**config.mk**
```make
export PLATFORM = sky130hd
export DESIGN_NAME = apb_req_arbiter
export DESIGN_NICKNAME = d
export VERILOG_FILES = /design/src/rtl/apb_req_arbiter.sv
export SDC_FILE = /design/constraint.sdc
export NUM_CORES = 1
export LEC_CHECK = 0
export CORE_AREA = 2 2 67 69
export CTS_BUF_LIST = sky130_fd_sc_hd__clkbuf_4 sky130_fd_sc_hd__clkbuf_8
export DETAILED_ROUTE_END_ITERATION = 8
export DIE_AREA = 0 0 69 71
export PLACE_DENSITY = 0.72
export SYNTH_ARGS = -nofsm -noshare
export SYNTH_HDL_FRONTEND = slang
export SYNTH_SLANG_ARGS = --single-unit
```
**constraint.sdc**
```tcl
create_clock -name pclk -period 3.5 [get_ports pclk]
set_input_delay 0.7 -clock pclk [delete_from_list [all_inputs] [get_ports pclk]]
set_output_delay 0.7 -clock pclk [all_outputs]
set_load 0.005 [all_outputs]
```
**src/rtl/apb_req_arbiter.sv**
```systemverilog
// APB requester that shares one responder among NREQ clients by round-robin.
// Runs the SETUP/ACCESS handshake, waits on pready with a timeout, and returns done/err/rdata.
module apb_req_arbiter #(
   parameter int unsigned NREQ    = 2,
   parameter int unsigned AW      = 4,
   parameter int unsigned DW      = 8,
   parameter int unsigned TIMEOUT = 16
) (
   input  logic              pclk,
   input  logic              prstn,
   input  logic [NREQ-1:0]   req_valid,
   input  logic [NREQ-1:0]   req_write,
   input  logic [NREQ*AW-1:0] req_addr,
   input  logic [NREQ*DW-1:0] req_wdata,
   output logic [NREQ-1:0]   req_done,
   output logic              req_err,
   output logic [DW-1:0]     req_rdata,
   output logic              psel,
   output logic              penable,
   output logic              pwrite,
   output logic [AW-1:0]     paddr,
   output logic [DW-1:0]     pwdata,
   input  logic              pready,
   input  logic [DW-1:0]     prdata
);

   localparam int unsigned IW = (NREQ > 1) ? $clog2(NREQ) : 1;
   localparam int unsigned CW = (TIMEOUT > 1) ? $clog2(TIMEOUT) : 1;
   localparam logic [CW-1:0] WAIT_LAST = CW'(TIMEOUT - 1);
   localparam logic [IW-1:0] LAST_IDX  = IW'(NREQ - 1);

   typedef enum logic [1:0] {
      IDLE   = 2'd0,
      SETUP  = 2'd1,
      ACCESS = 2'd2,
      DONE   = 2'd3
   } state_t;

   state_t          state_q, state_d;
   logic [IW-1:0]   rr_ptr_q, rr_ptr_d;
   logic [IW-1:0]   winner_q, winner_d;
   logic [CW-1:0]   wait_cnt_q, wait_cnt_d;
   logic            grant_vld;
   logic [IW-1:0]   grant_idx;

   logic            psel_d, penable_d, pwrite_d, req_err_d;
   logic [AW-1:0]   paddr_d;
   logic [DW-1:0]   pwdata_d, req_rdata_d;
   logic [NREQ-1:0] req_done_d;

   // Client index 'ofs' positions after 'base', wrapping at NREQ.
   function automatic logic [IW-1:0] rr_index(input logic [IW-1:0] base, input int unsigned ofs);
      int unsigned sum;
      sum = 32'(base) + ofs;
      if (sum >= NREQ) sum = sum - NREQ;
      return IW'(sum);
   endfunction

   // First requesting client at or after rr_ptr.
   always_comb begin
      grant_vld = 1'b0;
      grant_idx = '0;
      for (int unsigned i = 0; i < NREQ; i++) begin
         if (!grant_vld && req_valid[rr_index(rr_ptr_q, i)]) begin
            grant_vld = 1'b1;
            grant_idx = rr_index(rr_ptr_q, i);
         end
      end
   end

   // State and registered outputs.
   always_ff @(posedge pclk) begin
      if (!prstn) begin
         state_q    <= IDLE;
         rr_ptr_q   <= '0;
         winner_q   <= '0;
         wait_cnt_q <= '0;
         psel       <= 1'b0;
         penable    <= 1'b0;
         pwrite     <= 1'b0;
         paddr      <= '0;
         pwdata     <= '0;
         req_done   <= '0;
         req_err    <= 1'b0;
         req_rdata  <= '0;
      end else begin
         state_q    <= state_d;
         rr_ptr_q   <= rr_ptr_d;
         winner_q   <= winner_d;
         wait_cnt_q <= wait_cnt_d;
         psel       <= psel_d;
         penable    <= penable_d;
         pwrite     <= pwrite_d;
         paddr      <= paddr_d;
         pwdata     <= pwdata_d;
         req_done   <= req_done_d;
         req_err    <= req_err_d;
         req_rdata  <= req_rdata_d;
      end
   end

   // Next-state logic.
   always_comb begin
      state_d = state_q;
      case (state_q)
         IDLE:    if (grant_vld) state_d = SETUP;
         SETUP:   state_d = ACCESS;
         ACCESS:  if (pready || (wait_cnt_q == WAIT_LAST)) state_d = DONE;
         DONE:    state_d = IDLE;
         default: state_d = IDLE;
      endcase
   end

   // Next values of the registered outputs and bookkeeping.
   always_comb begin
      psel_d      = psel;
      penable_d   = penable;
      pwrite_d    = pwrite;
      paddr_d     = paddr;
      pwdata_d    = pwdata;
      req_done_d  = '0;
      req_err_d   = 1'b0;
      req_rdata_d = req_rdata;
      winner_d    = winner_q;
      rr_ptr_d    = rr_ptr_q;
      wait_cnt_d  = wait_cnt_q;
      case (state_q)
         IDLE: begin
            if (grant_vld) begin
               psel_d    = 1'b1;
               penable_d = 1'b0;
               winner_d  = grant_idx;
               pwrite_d  = req_write[grant_idx];
               paddr_d   = req_addr[32'(grant_idx)*AW +: AW];
               pwdata_d  = req_wdata[32'(grant_idx)*DW +: DW];
            end
         end
         SETUP: penable_d = 1'b1;
         ACCESS: begin
            if (pready) begin
               psel_d               = 1'b0;
               penable_d            = 1'b0;
               req_done_d[winner_q] = 1'b1;
               if (!pwrite) req_rdata_d = prdata;
            end else if (wait_cnt_q == WAIT_LAST) begin
               psel_d               = 1'b0;
               penable_d            = 1'b0;
               req_done_d[winner_q] = 1'b1;
               req_err_d            = 1'b1;
            end else begin
               wait_cnt_d = wait_cnt_q + CW'(1);
            end
         end
         DONE: begin
            wait_cnt_d = '0;
            rr_ptr_d   = (winner_q == LAST_IDX) ? '0 : winner_q + IW'(1);
         end
         default: ;
      endcase
   end

endmodule

```
==> reports/metrics.yaml, run 1 <==
worst_setup_path:
  path_max_fanout: 18
  cp-start-kind: "input port"
  crit_slowest_cell: "clkdlybuf4s50_1"
  end_kind: "flop"
  crit_required_ns: 3.70
  cpPeakStageDelay_ns: 0.60
  cp.arrival_ns: 2.29
  r2r_cells: 6
  worst-setup-path-type: "input port to flop"
  worstPathCellList: "clkdlybuf4s50_1 > clkinv_1 > buf_4 > a211oi_1"
clock_network:
  cts.root.buffer_cell: "clkbuf_8"
  clk_path_buf_depth: 2
  cts_htree_levels: 2
  cts.sinks: 34
  clk_pin_slew_ns: 0.07
  cts_setup_buffers: 0
  cts_buffers: 5
  cts_hold_buf: 0
  clkLatencyLatePin_ns: 0.28
  cts_tree: "built"
  post_cts_resized: 0
sta:
  hold_slack_ns: 0.425
  slew_viol_final: 0
  finalSetupViolations: 0
  rsz0062_at_grt: "false"
  post-route-min-period_ns: 2.09
  hold_viol_final: 0
  tightestPinTransition_ns: 0.668
  fin_setup_tns_ns: 0
  fin_crit_sh: 0.598
  slew_headroom: 0.554
  clock-skew-final_ns: 0.00540
  fmax_ghz: 0.478
logic_synthesis:
  synth.most_common_cell: "dfxtp_1"
  yosys_warnings: 0
  synth_seq_cells: 34
  synth-async-reset-ratio: 0
  synth_cell_types: 33
  synth_edf_count: 0
  syn_nets: 202
  ys_seq_area_frac: 0.428
  synth_flop_cell: "dfxtp_1"
  synth_area_mm2: 0.00159
  synth.area.top_cells: "dfxtp_1, mux2i_1, a211oi_2"
  syn_area_per_cell_um2: 10.2
  synthCells: 156
  synth_common_cells: "dfxtp_1, nor2_1, mux2i_1"
  synth.top_cell.area_share: 0.428
  yosysTopAreaCell: "dfxtp_1"
drt:
  final_antenna_net_count: 0
  drc_errors: 0
  vias_per_cell: 4.90
  wl_per_cell_um: 12.6
  firstDrtPassIters: 4
  wl_um: 3450
  drt_iter0_markers: 75
  via_count: 1339
floorplan:
  num_rows: 24
  initial_utilization: 0.378
  die_x_um: 69
  die_area_mm2: 0.00490
  core_area_mm2: 0.00420
  io-pin-count: 65
  die_y_um: 71
cells_and_area:
  layout-drive-gt1-share: 0.109
  num_antenna_cells: 0
  final_cells: 273
  fin_util: 0.560
  fin_nets: 266
  area.growth.synth_to_final_pct: 48.1
  fillers: 412
  final-seq-area_um2: 681
  multiInputGateArea_um2: 820
job:
  maxCapViolCount: 0
placed_design:
  port_buffers: 64
  place.gp.congestion: 0.731
  placed_cells: 265
  place_hpwl_um: 2640
power_and_ir_drop:
  p_per_area_mw_per_mm2: 616
  power_leakage_nw: 0.982
  total_power_mw: 1.45
  ir_drop_v: 0.000293
global_route:
  first_global_vias: 1287
  grt_usage: 0.148
  grt_pass1_wl_um: 5880
  antenna_found_initial: 0
  grt_max_degree: 29
  grt_overflow: 0
worst_hold_path:
  whs_path_depth: 1
  hold_class: "flop to flop"
run_status:
  outcome: "completed"
## metrics by stage
step | cell area [um^2] | worst slack (ns)
floorplan | 1590 | 1.98
global route | 2350 | 1.23
detailed placement | 2240 | 1.09
finish | 2350 | 1.41
global placement | 2240 | 1.13
CTS | 2350 | 1.39
## placed cells by master (no fill, tap or decap), drive strengths merged, types with 2 or more instances in the layout
cell           Yosys  final
a211oi            14     14
a21oi              4      4
clkbuf             1      7
clkdlybuf4s50      0     64
dfxtp             34     34
ha                 7      7
inv                6      6
mux2i             23     23
nand2              3      3
nand3              4      4
nor2              28     28
nor3               6      6
nor3b              2      2
o2111ai            3      3
o21ai              3      3
## layout make-up
type                       instances  area share
multi-input combinational        107       0.348
clock inverter                     1      0.0128
inverter                           7      0.0112
tap                               52      0.0276
timing repair buffer              65       0.275
clock buffer                       7      0.0356
sequential                        34       0.289
## cell families (layout without fill, tap and decap cells)
logic type                 Yosys count  count (layout)  synth area share
muxes                               23              23             0.145
AOI/OAI and AO/OA                   29              29             0.176
and+or+nand+nor                     47              47             0.135
buffers and inverters               15              80            0.0559
xor gates and xnor gates             1               1           0.00551
DFF                                 34              34             0.428
adders and majority gates            7               7            0.0551
## sequential cells by signal, summed over array words and instances (netlist names), 2 cells and up
register    cells
pwdata          8
req_rdata       8
paddr           4
wait_cnt_q      4
req_done        2
state_q         2
## final timing paths
kind,end,slack (ns),startpoint
setup / recovery,pwdata[1],1.41,prstn
setup reg to reg,req_rdata[2],1.63,state_q[0]
hold / removal,req_done[0],0.43,winner_q
hold reg to reg,req_done[0],0.43,winner_q
## metal layers
| layer | global-route usage | share of wire | wire [um] |
|---|---|---|---|
| met4 | 0.0588 | 0.012 | 43 |
| met5 | 0 | 0 | 0 |
| met3 | 0.0541 | 0.067 | 232 |
| met2 | 0.236 | 0.47 | 1610 |
| met1 | 0.183 | 0.45 | 1570 |
## where the power goes
group / internal, mW / switching (mW)
Clock: 0.228 / 0.133
Combinational: 0.292 / 0.266
Sequential: 0.475 / 0.0540
## critical path: cells and delay by family
kind	cells	cell delay, ns
AOI/OAI and AO/OA	1	0.16
buffers and inverters	3	1.42
Note: power is estimated with default switching activity, not from simulation.
==> run 2: changes to the inputs <==
==> constraint.sdc (replaced) <==
create_clock -name pclk -period 2.07 [get_ports pclk]
set_input_delay 0.414 -clock pclk [delete_from_list [all_inputs] [get_ports pclk]]
set_output_delay 0.414 -clock pclk [all_outputs]
set_load 0.005 [all_outputs]
==> run 2 against run 1 <==
Net effect:
- first-iteration DRC count is 36% lower
- clock skew shrank 0.0026 ns
- total power increased by 61%
- via count is 1.1% higher
- critical path type is now flop to flop
- critical endpoint is now req_rdata[0]
==> reports/metrics.yaml, run 2 (synthesis gave the netlist of run 1 again) <==
run_status:
  outcome: "completed"
cells_and_area:
  layout-drive-gt1-share: 0.128  # +0.0197
  final_cell_mix: "clkdlybuf4s50_1, dfxtp_1, nor2_1, mux2i_1, a211oi_2"
  fillers: 402  # -2.4%
  final-seq-area_um2: 681  # unchanged
  top_regs: "pwdata x8, req_rdata x8"
  fin_util: 0.565  # +0.00536
  final_cells: 278  # +1.8%
  num_antenna_cells: 0  # unchanged
  mostFrequentLayoutCell: "clkdlybuf4s50_1"
  area.growth.synth_to_final_pct: 49.5
  fin_nets: 272  # +2.3%
  multiInputGateArea_um2: 820  # unchanged
power_and_ir_drop:
  ir_drop_v: 0.000533  # +82%
  power_leakage_nw: 1.00  # +2.0%
  p_per_area_mw_per_mm2: 985  # +60%
clock_network:
  clk_pin_slew_ns: 0.07  # about the same
  clkLatencyLatePin_ns: 0.28  # about the same
  cts_buffers: 5  # unchanged
  cts_tree: "built"
  cts.root.buffer_cell: "clkbuf_8"
  cts_setup_buffers: 0  # unchanged
  clk_path_buf_depth: 2  # unchanged
  post_cts_resized: 0  # unchanged
  cts_hold_buf: 0  # unchanged
  cts.sinks: 34  # unchanged
  cts_htree_levels: 2  # unchanged
global_route:
  grt_usage: 0.150  # +0.00194
  grt_pass1_wl_um: 5870  # -0.22%
  grt_max_degree: 21  # -28%
  grt_overflow: 0  # unchanged
  first_global_vias: 1304  # +1.3%
  antenna_found_initial: 0  # unchanged
sta:
  slew_headroom: 0.824  # +0.271
  post-route-min-period_ns: 1.63
  hold_slack_ns: 0.419  # -0.00655 ns
  rsz0062_at_grt: "false"
  fin_ws_ns: 0.442  # -0.964 ns
  slew_viol_final: 0  # unchanged
  fmax_ghz: 0.614
  fin_crit_sh: 0.787
  finalSetupViolations: 0  # unchanged
  tightestPinTransition_ns: 0.260  # -0.408 ns
  fin_setup_tns_ns: 0  # unchanged
  hold_viol_final: 0  # unchanged
  clock-skew-final_ns: 0.00279  # -0.00260 ns
placed_design:
  dp_slack_ns: 0.184  # -0.903 ns
  place_hpwl_um: 2750  # +4.1%
  port_buffers: 64  # unchanged
  placed_cells: 271  # +2.3%
  place.gp.congestion: 0.801  # +9.5%
floorplan:
  initial_utilization: 0.378  # unchanged
  die_area_mm2: 0.00490  # unchanged
  core_area_mm2: 0.00420  # unchanged
  num_rows: 24  # unchanged
  die_y_um: 71  # unchanged
  die_x_um: 69  # unchanged
  io-pin-count: 65  # unchanged
worst_setup_path:
  path_max_fanout: 8  # -10
  worstPathCellList: "inv_1 > ha_1 > nand2_1 > or2_2 > mux2i_1 > nor2_1"
  end_kind: "flop"
  crit_slowest_cell: "or2_2"
  crit_required_ns: 2.23  # -1.47 ns
  worst-setup-path-type: "flop to flop"
  cp.arrival_ns: 1.79  # -0.50 ns
  cp-start-kind: "flop"
  cpPeakStageDelay_ns: 0.41  # -0.19 ns
worst_hold_path:
  hold_class: "flop to flop"
drt:
  wl_per_cell_um: 12.8  # +0.82%
  vias_per_cell: 4.87  # -0.70%
  drc_errors: 0  # unchanged
  via_count: 1354  # +1.1%
  final_antenna_net_count: 0  # unchanged
  wl_um: 3550  # +2.7%
  drt_iter0_markers: 48  # -36%
  firstDrtPassIters: 4  # unchanged
job:
  maxCapViolCount: 0  # unchanged
==> run 2: cell types whose count changed in the layout (fill, tap and decap cells not counted) <==
cell,previous run,this run
bufinv_16,1,0
buf_12,0,1
buf_4,1,6
clkinv_2,0,2
clkbuf_4,2,0
==> run 2: area by class of cell <==
type,count,area share
Multi-Input combinational cell,107,0.345
Clock inverter,2,0.00421
Clock buffer,5,0.0290
Inverter,7,0.0111
Sequential cell,34,0.286
Timing Repair Buffer,71,0.297
Tap cell,52,0.0274
==> run 2: stage by stage <==
stage,instance area (um^2),power [mW]
floorplan,1590,1.48
global placement,2300,1.90
detailed placement,2300,1.91
CTS,2380,2.37
global route,2380,2.51
finish,2380,2.34
==> run 2: final timing paths <==
kind / to / from / slack [ns] / cells past startpoint
hold / removal: req_done[0] / winner_q / 0.42 / 1
hold reg to reg: req_done[0] / winner_q / 0.42 / 1
setup reg to reg: req_rdata[0] / state_q[0] / 0.44 / 6
setup / recovery: req_rdata[0] / state_q[0] / 0.44 / 6
==> run 2: layer usage <==
| metal | vias to the layer above | share of wire | global-route usage |
|---|---|---|---|
| met5 | - | 0 | 0 |
| met4 | 0 | 0.014 | 0.0588 |
| met3 | 4 | 0.050 | 0.0456 |
| met2 | 39 | 0.49 | 0.249 |
| met1 | 616 | 0.45 | 0.184 |
| li1 | 695 | - | - |
==> run 2: critical path: cells and delay by family (launching register included) <==
kind,cells,cell delay [ns]
buf+inv,1,0.12
fa+ha+maj,1,0.25
mux,1,0.19
flops,1,0.36
simple gates,3,0.58
==> run 2: report_power, final <==
group,internal (mW),total [mW],switching [mW]
registers,0.802,0.894,0.0916
logic,0.539,0.994,0.455
clock network,0.225,0.451,0.226
==> run 3: changes to the inputs <==
==> constraint.sdc (replaced) <==
create_clock -name pclk -period 1.65 [get_ports pclk]
set_input_delay 0.33 -clock pclk [delete_from_list [all_inputs] [get_ports pclk]]
set_output_delay 0.33 -clock pclk [all_outputs]
set_load 0.005 [all_outputs]
==> run 3 against run 2 <==
Net effect:
- combinational power grew 35%
- design area increased by 3.8%
- global-route usage up 0.68 points
- flip-flop and latch count did not move
- clock power rose by 65%
- critical path depth shrank 5
- worst hold slack improved by 0.0065 ns
- routed wire length grew 2.0%
- sequential share of layout area is 1.0 points lower
- clock skew increased by 0.0024 ns
- first-iteration DRC count increased by 33%
==> reports/metrics.yaml, run 3 (synthesis gave the netlist of run 1 again) <==
global_route:
  grt_usage: 0.157  # +0.00683
  grt_pass1_wl_um: 6120  # +4.3%
  first_global_vias: 1363  # +4.5%
  antenna_found_initial: 0  # unchanged
  grt_overflow: 0  # unchanged
  grt_max_degree: 19  # -9.5%
floorplan:
  initial_utilization: 0.378  # unchanged
  io-pin-count: 65  # unchanged
  die_area_mm2: 0.00490  # unchanged
  die_x_um: 69  # unchanged
  num_rows: 24  # unchanged
  core_area_mm2: 0.00420  # unchanged
  die_y_um: 71  # unchanged
sta:
  post-route-min-period_ns: 1.49
  slew_viol_final: 0  # unchanged
  fmax_ghz: 0.671
  fin_crit_sh: 0.904
  hold_slack_ns: 0.425  # +0.00653 ns
  fin_ws_ns: 0.159  # -0.283 ns
  rsz0062_at_grt: "false"
  tightestPinTransition_ns: 0.293  # +0.0324 ns
  finalSetupViolations: 0  # unchanged
  slew_headroom: 0.802  # -0.0219
  fin_setup_tns_ns: 0  # unchanged
  clock-skew-final_ns: 0.00519  # +0.00239 ns
  hold_viol_final: 0  # unchanged
clock_network:
  cts_htree_levels: 2  # unchanged
  cts_tree: "built"
  cts_setup_buffers: 0  # unchanged
  cts.sinks: 34  # unchanged
  cts_buffers: 5  # unchanged
  cts.root.buffer_cell: "clkbuf_8"
  clk_pin_slew_ns: 0.07  # about the same
  clk_path_buf_depth: 2  # unchanged
  clkLatencyLatePin_ns: 0.28  # about the same
cells_and_area:
  top_regs: "pwdata x8, req_rdata x8"
  mostFrequentLayoutCell: "clkdlybuf4s50_1"
  fin_nets: 278  # +2.2%
  area.growth.synth_to_final_pct: 55.3
  num_antenna_cells: 0  # unchanged
  layout-drive-gt1-share: 0.163  # +0.0348
  fillers: 377  # -6.2%
  final_cell_mix: "clkdlybuf4s50_1, dfxtp_1, nor2_1, mux2i_1, buf_4"
worst_setup_path:
  r2r_start: "state_q[1]"
  crit_family: "buffers and inverters"
  worst-setup-path-type: "flop to output pin"
  timing.rr.end: "penable"
  r2r_cells: 7  # +1
  cpPeakStageDelay_ns: 0.52  # +0.11 ns
  end_kind: "output pin"
  worstPathCellList: "clkdlybuf4s50_1"
  r2r_slack_ns: 0.16  # -0.28 ns
  cp.arrival_ns: 1.16  # -0.63 ns
  cp-start-kind: "flop"
  crit_slowest_cell: "clkdlybuf4s50_1"
  crit_required_ns: 1.32  # -0.91 ns
  critical_path_buf_inv_count: 1  # unchanged
  path_max_fanout: 2  # -6
drt:
  via_count: 1390  # +2.7%
  vias_per_cell: 4.88  # +0.14%
  final_antenna_net_count: 0  # unchanged
  drt_iter0_markers: 64  # +33%
  wl_um: 3620  # +2.0%
  drc_errors: 0  # unchanged
  firstDrtPassIters: 4  # unchanged
  wl_per_cell_um: 12.7  # -0.53%
power_and_ir_drop:
  ir_drop_v: 0.000823  # +54%
  total_power_mw: 3.20  # +37%
  power_leakage_nw: 1.05  # +4.5%
  p_per_area_mw_per_mm2: 1300  # +32%
worst_hold_path:
  min-delay-start: "winner_q"
  whs_path_depth: 1  # unchanged
  hold_class: "flop to flop"
  worstHoldEndpoint: "req_done[0]"
placed_design:
  place.gp.congestion: 0.762  # -4.9%
  place_hpwl_um: 2780  # +1.2%
  port_buffers: 64  # unchanged
  dp_slack_ns: -0.0415  # -0.226 ns
run_status:
  outcome: "completed"
job:
  maxCapViolCount: 0  # unchanged
[run 3: changes by cell type in the layout (fill, tap and decap cells not counted)]
cell,previous run,this run
bufinv_16,0,1
buf_4,6,11
buf_12,1,2
ha_1,7,6
dfxtp_2,0,1
ha_2,0,1
dfxtp_1,34,33
[run 3: worst max path at each step]
stage | cells after the start | endpoint | start
6_report | 1 | paddr[3] | paddr[3]
5_1_grt | 6 | req_rdata[7] | state_q[0]
4_1_cts | 7 | penable | state_q[1]
3_5_place_dp | 6 | paddr[2] | req_valid[0]
3_3_place_gp | 6 | penable | req_valid[1]
2_1_floorplan | 6 | wait_cnt_q[3] | state_q[0]
[run 3: repair_timing]
item,CTS,global route
hold endpoints to repair,0,0
setup endpoints to repair,0,2
hold buffers,0,0
gates resized for setup,0,2
[run 3: cell type report]
type | instances | area [um^2] | share of cell area
clock buffer | 5 | 68.8 | 0.0279
clock inverter | 3 | 40.0 | 0.0162
inverter | 7 | 26.3 | 0.0106
multi-input combinational | 107 | 822 | 0.333
sequential | 34 | 682 | 0.276
tap | 52 | 65.1 | 0.0264
timing repair buffer | 77 | 763 | 0.309
[run 3: through the flow]
stage | instances | util | instance area, um^2
CTS | 285 | 0.586 | 2460
floorplan | 156 | - | 1590
detailed placement | 277 | 0.560 | 2350
global placement | 277 | 0.560 | 2350
finish | 285 | 0.587 | 2470
global route | 285 | 0.587 | 2470
[run 3: power breakdown]
group,switching [mW],total (mW),internal (mW)
sequential,0.107,1.12,1.01
clock,0.301,0.745,0.444
combinational,0.597,1.34,0.739
[run 3: worst register-to-register path, cell delays in order (launching register included)]
cell,delay [ns]
dfxtp_2,0.36
inv_1,0.09
ha_1,0.20
nor3b_1,0.14
buf_4,0.15
a211oi_2,0.20
mux2i_1,0.20
nor2_1,0.05
[run 3: metal layers]
layer,up-vias,share of wire,GRT usage,wire length (um)
li1,711,-,-,-
met1,622,0.45,0.193,1630
met2,48,0.47,0.255,1710
met3,9,0.052,0.0427,187
met4,0,0.026,0.0763,95
met5,-,0,0,0
